`src/rtl/sms_mapper.sv`:
```
`default_nettype none
// ============================================================================
// Module      : sms_mapper
// Description : Sega-style memory mapper sitting between the tv80n CPU bus
//               and the cartridge ROM store, system RAM and cartridge RAM.
//               Holds the four paging registers at FFFC-FFFF and translates
//               each 16-bit CPU address into a wide ROM byte address or a
//               RAM select.
//
// Ports
//   clk           system clock
//   reset         synchronous, active-high reset
//   cpu_clk_edge  one-clk pulse per CPU clock-enable edge; qualifies writes
//   cpu_addr      CPU address bus
//   cpu_dout      CPU write data
//   cpu_mem_wr    memory write in progress (level)
//   bank_mask     ROM-size mask (2^n-1 banks), ANDed into every bank number
//   rom_addr      byte address into the ROM store
//   rom_sel       access targets ROM
//   cart_ram_sel  access targets the 32K cartridge RAM
//   cart_ram_addr cartridge RAM byte address
//   sys_ram_sel   access targets the 8K system RAM (C000-FFFF)
//   sys_ram_addr  system RAM byte address (E000-FFFF mirrors C000-DFFF)
//   map_ctrl      FFFC register (diagnostics)
//   map_bank0/1/2 FFFD/FFFE/FFFF registers (diagnostics)
//
// Revision    : 1.0  initial release
// ============================================================================
module sms_mapper #(
  parameter int ROM_ADDR_BITS = 24,
  parameter int BANK_BITS     = 8
) (
  input  logic                     clk,
  input  logic                     reset,
  input  logic                     cpu_clk_edge,
  input  logic [15:0]              cpu_addr,
  input  logic [7:0]               cpu_dout,
  input  logic                     cpu_mem_wr,
  input  logic [BANK_BITS-1:0]     bank_mask,
  output logic [ROM_ADDR_BITS-1:0] rom_addr,
  output logic                     rom_sel,
  output logic                     cart_ram_sel,
  output logic [14:0]              cart_ram_addr,
  output logic                     sys_ram_sel,
  output logic [12:0]              sys_ram_addr,
  output logic [7:0]               map_ctrl,
  output logic [BANK_BITS-1:0]     map_bank0,
  output logic [BANK_BITS-1:0]     map_bank1,
  output logic [BANK_BITS-1:0]     map_bank2
);

  // Mapper registers occupy the last four bytes of the address space.
  localparam logic [13:0] MAP_PAGE = 14'h3FFF;

  localparam logic [1:0] SEL_CTRL  = 2'd0;
  localparam logic [1:0] SEL_BANK0 = 2'd1;
  localparam logic [1:0] SEL_BANK1 = 2'd2;
  localparam logic [1:0] SEL_BANK2 = 2'd3;

  localparam logic [1:0] REGION_SLOT0 = 2'b00;
  localparam logic [1:0] REGION_SLOT1 = 2'b01;
  localparam logic [1:0] REGION_SLOT2 = 2'b10;

  localparam logic [BANK_BITS-1:0] BANK0_RST = BANK_BITS'(0);
  localparam logic [BANK_BITS-1:0] BANK1_RST = BANK_BITS'(1);
  localparam logic [BANK_BITS-1:0] BANK2_RST = BANK_BITS'(2);

  // --------------------------------------------------------------------------
  // Register write capture
  // --------------------------------------------------------------------------
  logic [7:0]           map_ctrl_q,  map_ctrl_d;
  logic [BANK_BITS-1:0] map_bank0_q, map_bank0_d;
  logic [BANK_BITS-1:0] map_bank1_q, map_bank1_d;
  logic [BANK_BITS-1:0] map_bank2_q, map_bank2_d;
  logic                 wr_done_q,   wr_done_d;

  logic wr_accept;
  logic map_hit;

  // A Z80 write cycle spans several cpu_clk_edge pulses; wr_done blocks
  // every pulse after the first until the write strobe drops.
  assign wr_accept = cpu_clk_edge & cpu_mem_wr & ~wr_done_q;
  assign map_hit   = (cpu_addr[15:2] == MAP_PAGE);

  always_comb begin
    map_ctrl_d  = map_ctrl_q;
    map_bank0_d = map_bank0_q;
    map_bank1_d = map_bank1_q;
    map_bank2_d = map_bank2_q;
    wr_done_d   = wr_done_q;

    if (!cpu_mem_wr) begin
      wr_done_d = 1'b0;
    end else if (wr_accept) begin
      wr_done_d = 1'b1;
      if (map_hit) begin
        case (cpu_addr[1:0])
          SEL_CTRL:  map_ctrl_d  = cpu_dout;
          SEL_BANK0: map_bank0_d = cpu_dout[BANK_BITS-1:0];
          SEL_BANK1: map_bank1_d = cpu_dout[BANK_BITS-1:0];
          SEL_BANK2: map_bank2_d = cpu_dout[BANK_BITS-1:0];
          default:   map_ctrl_d  = map_ctrl_q;
        endcase
      end
    end
  end

  always_ff @(posedge clk) begin
    if (reset) begin
      map_ctrl_q  <= 8'h00;
      map_bank0_q <= BANK0_RST;
      map_bank1_q <= BANK1_RST;
      map_bank2_q <= BANK2_RST;
      wr_done_q   <= 1'b0;
    end else begin
      map_ctrl_q  <= map_ctrl_d;
      map_bank0_q <= map_bank0_d;
      map_bank1_q <= map_bank1_d;
      map_bank2_q <= map_bank2_d;
      wr_done_q   <= wr_done_d;
    end
  end

  assign map_ctrl  = map_ctrl_q;
  assign map_bank0 = map_bank0_q;
  assign map_bank1 = map_bank1_q;
  assign map_bank2 = map_bank2_q;

  // --------------------------------------------------------------------------
  // Address decode (purely combinational, zero latency)
  // --------------------------------------------------------------------------
  logic [1:0]           region;
  logic                 unpaged;
  logic                 cart_ram_en;
  logic [BANK_BITS-1:0] bank_raw;
  logic [BANK_BITS-1:0] bank_eff;

  assign region      = cpu_addr[15:14];
  // The first 1K always comes from bank 0 so the interrupt vectors survive
  // any paging of slot 0.
  assign unpaged     = (region == REGION_SLOT0) && (cpu_addr[13:10] == 4'h0);
  assign cart_ram_en = map_ctrl_q[3];

  always_comb begin
    case (region)
      REGION_SLOT0: bank_raw = map_bank0_q;
      REGION_SLOT1: bank_raw = map_bank1_q;
      default:      bank_raw = map_bank2_q;
    endcase
  end

  // Oversized bank numbers wrap into the loaded ROM image.
  assign bank_eff = bank_raw & bank_mask;

  always_comb begin
    rom_addr = '0;
    if (unpaged) begin
      rom_addr[9:0] = cpu_addr[9:0];
    end else begin
      rom_addr[13:0]              = cpu_addr[13:0];
      rom_addr[BANK_BITS+13:14]   = bank_eff;
    end
  end

  always_comb begin
    rom_sel      = 1'b0;
    cart_ram_sel = 1'b0;
    sys_ram_sel  = 1'b0;
    case (region)
      REGION_SLOT0, REGION_SLOT1: rom_sel = 1'b1;
      REGION_SLOT2: begin
        if (cart_ram_en) cart_ram_sel = 1'b1;
        else             rom_sel      = 1'b1;
      end
      default: sys_ram_sel = 1'b1;
    endcase
  end

  // map_ctrl[2] picks which 16K half of the cartridge RAM appears in slot 2.
  assign cart_ram_addr = {map_ctrl_q[2], cpu_addr[13:0]};
  assign sys_ram_addr  = cpu_addr[12:0];

endmodule
`default_nettype wire

```
`config.mk`:
```
export PLATFORM = sky130hd
export DESIGN_NAME = sms_mapper
export DESIGN_NICKNAME = d
export VERILOG_FILES = /design/src/rtl/sms_mapper.sv
export SDC_FILE = /design/constraint.sdc
export NUM_CORES = 1
export LEC_CHECK = 0
export CORE_MARGIN = 4
export CORE_UTILIZATION = 30
export CTS_CLUSTER_DIAMETER = 200
export DETAILED_ROUTE_END_ITERATION = 10
export GPL_ROUTABILITY_DRIVEN = 0
export PLACE_DENSITY = 0.63
export REMOVE_ABC_BUFFERS = 1
export SYNTH_ARGS = -nofsm -noshare
export SYNTH_HDL_FRONTEND = slang
export SYNTH_SLANG_ARGS = --single-unit
```
`constraint.sdc`:
```
create_clock -name clk -period 4.7 [get_ports clk]
set_clock_uncertainty 0.15 [all_clocks]
set_input_delay 1.41 -clock clk [delete_from_list [all_inputs] [get_ports clk]]
set_output_delay 1.41 -clock clk [all_outputs]
set_load 0.01 [all_outputs]
```
After elaboration in Yosys (flattened, before gate mapping)
Index checks and enable logic that the tools add are counted.
{"block": "totals", "out_inout_bits": 87, "ff_bits": 33, "word_cells": 34, "n_memories": 0, "mem_bits_ro": 0, "ramBits": 0, "latch_bits": 0}
{"block": "classes", "bitwise_logic": 5, "n_mul": 0, "n_eq_ne": 6, "n_mux": 7, "shift": 0, "n_reduce_logical": 11, "add_sub_neg": 0, "div_mod_pow": 0, "magnitude_cmp": 0}
{"cell": "8-bit case mux with 2 select lines", "count": 1}
{"cell": "4-bit AND reduction", "count": 4}
{"cell": "14-bit == test (second input constant)", "count": 1}
{"cell": "12-bit two-way mux", "count": 1}
{"cell": "8-bit bitwise AND", "count": 1}
{"cell": "2-bit == test (second input constant)", "count": 3}
{"cell": "2-bit by 1-bit == test with 1-bit output (second input constant)", "count": 2}
{"cell": "2-bit logical NOT", "count": 2}
{"cell": "4-bit logical NOT", "count": 1}
{"cell": "1-bit two-way mux", "count": 4}
{"cell": "2-bit OR reduction", "count": 2}
{"cell": "3-bit OR reduction", "count": 1}
{"cell": "1-bit bitwise AND", "count": 2}
{"cell": "1-bit inverter", "count": 2}
{"cell": "1-bit case mux with 2 select lines", "count": 1}
{"cell": "1-bit logical AND", "count": 1}

Logic depth before layout (Yosys ltp)
{"block": "logic_depth", "ltp_word": 4, "ltp_mapped": 6, "ltp_nobuf": 4}

Worst setup path before layout
No wires, ideal clock.
{"block": "synth_path", "kind": "input-to-output", "start": "input port cpu_addr[15]", "end": "output port rom_addr[14]", "required_ps": 3140, "arrival_ps": 2219, "setup_slack_ps": 921, "cell_stages": 4, "cell_sequence": "clkbuf_1 > clkbuf_1 > o21ai_0 > and3_1"}
{"block": "synth_via", "elab_chain_cells": 4, "word_cells_on_any_way": 6, "classes_between": "1 x eq/ne; 2 x mux; 1 x bitwise; 2 x reduce/logical"}
{"element": "start: declaration", "line_no": "36", "rtl": "input logic [15:0] cpu_addr,"}
{"element": "2-bit by 1-bit == test with 1-bit output / 2-bit logical NOT (equally long branches)", "line_no": "145, 141"}
{"element": "8-bit case mux with 2 select lines", "line_no": "145", "rtl": "case (region)"}
{"element": "8-bit bitwise AND", "line_no": "153", "rtl": "assign bank_eff = bank_raw & bank_mask;"}
{"element": "12-bit two-way mux (*)", "line_no": "157", "rtl": "if (unpaged) begin"}
{"element": "end: declaration", "line_no": "40", "rtl": "output logic [ROM_ADDR_BITS-1:0] rom_addr,"}
Mark *: on every way between the ends. The rest lies on a longest branch, timed or not.

Worst setup path after layout
{"block": "layout_path", "start": "input port cpu_addr[14]", "end": "output port rom_addr[21]"}
Same word-level chain as after synthesis.

==> results.md <==
* Min-delay src: map_ctrl[0]$_SDFFE_PP0P_
* Status: complete, no violations
* Postcts setup bufs at 0
* I/O Buffers at 120
* Critical path endpoint category: output pin
* Combinational group share of total power at 20.2%
* Remaining DRCs at 0
* Initial antenna violation count at 0
* Post-layout minimum cycle time at 4.61 ns
* R2R Setup Slk at approximately 3.1 ns
* Via/cell ratio at 4.98
* WHS Endpoint: map_ctrl[0]$_SDFFE_PP0P_
* Mean post-synth cell area at 8.14 um^2
* Main flop type after synthesis: dfxtp_1
* CTS Buf Count at 5
* # IOs at 123
* FF-to-FF End: map_ctrl[6]$_SDFFE_PP0P_
* Max-slew headroom at a little under half
* Share of the synthesized area in the top cell type at 32.6%
* Core box area at 0.00646 mm^2
* Largest net degree at the start of global routing at 43
* RR Startpoint: wr_done_q$_SDFFE_PP0P_
* Netlist Area Pre-Place at 0.00203 mm^2
* Die area at roughly 0.008 mm^2
* Fmax at 217 MHz
* Post-synth ARST share at 0%
* Yosys warns at 0
* Critical Setup Path Class: input pin to output pin
* Critical Path Fanout Max at 5
* Final setup margin at 0.0916 ns
* Clock Power Share at a little over a third
* Routed Antenna Nets at 0
* Multi-input logic area at 980 um^2
* WP data required at roughly 3.1 ns
* Power Total at 622 uW
* Clock transition at path regs at about 0.060 ns
* Worst-margin pin slew at 0.812 ns
* Vias in the first global route at ~2100
* Bufs on Longest Clock Path at 2
* Congestion Overflow GR at 0
* CTS tree: yes
* Die height at 90.2 um
* Register Area at 661 um^2
* Post-synth EDFFs at 0
* Seq/Total Area, Yosys at 32.6%
* Final WL at 6630 um
* FP Rows at 29
* Max-slew violations at 0
* Top post-synthesis cells by area: dfxtp_1 (33%), buf_4 (16%), mux2i_1 (8.4%)
* Clk_lat worst skew at 0.28 ns
* Final Hold Viols at 0
* CTS Hold Bufs at 0
* Hold slack at 0.336 ns
* H-tree depth at 2
* Startpoint Class: input pin
* Detailed Place HPWL at 4860 um
* Net count, final at 365
* Pre-CTS setup slack at between 0.04 and 0.05 ns
* Mapped Cells at around 250
* Tcrit/Tclk final at ~100%
* Sink Count at 33
* Initial DRC Count at around 120
* Worst reg-to-reg path cell count at 4
* Pint at 468 uW
* Pwr Density at 199 mW/mm^2
* Layout fillers at 655
* Pleak at 1.16 nW
* Final setup vio count at 0
* Starting Density at 31.4%
* Max Cap Violations at 0
* Largest area contributor in the netlist: dfxtp_1
* Hold Crit Depth at 2
* # diodes at 0
* RSZ-0062 raised after global routing: false
* Seq pwr share at 45.0%
* Distinct cells, synth at 30
* Fin Setup TNS at 0 ns
* Wire length per cell at roughly 16 um
* Root buffer cell: clkbuf_8
* Overall global routing resource usage at between 15 and 20%
* Drt pass-1 iters at 4
* Switching share of total power at between 20% and 30%
* Arrival time of the worst setup path at 3.05 ns
* Yosys reg bits at 33
* VDD IR-drop max at 0.105 mV
* Global-route wire length before repair at between 10000 and 15000 um
* Layout area overhead at 54.0%
* Hold Path Class: flop to flop
* Switch Pwr at approximately 150 uW
* Vias at 2022
* Layout cells sized above 1 at under 10%
* Die X at 90.2 um
-- critical path, stage by stage --
cell	delay, ns
clkdlybuf4s50_1	0.52
buf_4	0.18
mux2i_1	0.19
o21ai_0	0.09
and3_1	0.18
clkdlybuf4s50_1	0.47
-- sequential cells by signal, summed over array words and instances, names as in the netlist --
name       flops
map_bank0      8
map_bank1      8
map_bank2      8
map_ctrl       8
wr_done_q      1
-- layout by cell type (no fill, tap or decap), types with 2 or more instances in the layout --
master,count
nand3_1,5
clkbuf_8,6
nand4_1,23
nor2_1,7
mux2i_1,17
dfxtp_1,33
conb_1,2
clkdlybuf4s50_1,120
o21ai_0,12
and3_1,8
buf_4,11
nand2_1,10
a21oi_1,23
o21ai_1,20
nor2b_1,3
nand2b_1,14
-- layout make-up --
class                   instances  share of cell area [%]
flip-flops and latches         33                    21.2
inverters                       1                   0.120
well taps                      77                    3.09
clock buffers                   7                    2.77
multi-input cells             156                    31.4
repair buffers                132                    41.5
-- cells by family (layout without fill, tap and decap cells) --
family          Yosys count  after routing  synth area share [%]
compound gates           55             55                  13.6
buf+inv                  61            140                  19.6
flops                    33             33                  32.6
mux                      17             17                  8.39
other cells               1              2                 0.185
simple gates             82             82                  25.7
-- power by group through the flow --
stage	Combinational [mW]	Sequential [mW]	Clock, mW
finish	0.126	0.280	0.217
global route	0.135	0.280	0.231
CTS	0.126	0.280	0.219
detailed placement	0.125	0.287	0
global placement	0.125	0.287	0
floorplan	0.0162	0.286	0
-- cell usage after synthesis (3+ instances only) --
| library cell | instances |
|---|---|
| nor2b_1 | 3 |
| nand4_1 | 23 |
| clkbuf_2 | 3 |
| a21oi_1 | 23 |
| nand3_1 | 5 |
| buf_4 | 42 |
| nor2_1 | 7 |
| o21ai_0 | 12 |
| o21ai_1 | 20 |
| dfxtp_1 | 33 |
| and3_1 | 8 |
| nand2b_1 | 14 |
| buf_2 | 5 |
| clkbuf_1 | 10 |
| mux2i_1 | 17 |
| nand2_1 | 10 |
-- worst max-delay path by stage --
stage | startpoint | to | depth (start not counted) | slack [ns]
2_1_floorplan | cpu_addr[10] | rom_addr[20] | 3 | 1.12
3_3_place_gp | cpu_addr[10] | rom_addr[20] | 6 | 0.04
3_5_place_dp | cpu_addr[10] | rom_addr[20] | 6 | 0.04
4_1_cts | cpu_addr[10] | rom_addr[20] | 6 | 0.03
5_1_grt | cpu_addr[13] | rom_addr[19] | 6 | 0.0006
6_report | cpu_addr[14] | rom_addr[21] | 6 | 0.09
-- routing by layer --
metal,global-route usage (%),routed length (um),vias to the layer above
li1,-,-,999
met1,20.1,2860,919
met2,26.7,3130,98
met3,6.01,596,6
met4,3.83,48,0
met5,0,0,-
-- per-stage QoR --
step | area, um^2 | util (%) | std cells
6_report | 3120 | 48.3 | 406
3_5_place_dp | 3030 | 46.8 | 399
4_1_cts | 3110 | 48.2 | 406
2_1_floorplan | 1640 | - | 190
5_1_grt | 3120 | 48.3 | 406
3_3_place_gp | 3030 | 46.8 | 399
-- what timing repair did --
action	4_1_cts	5_1_grt
endpoints found under the hold margin	0	0
endpoints found under the setup margin	0	8
resized for setup	0	2
Power figures use the tool's default switching activity.
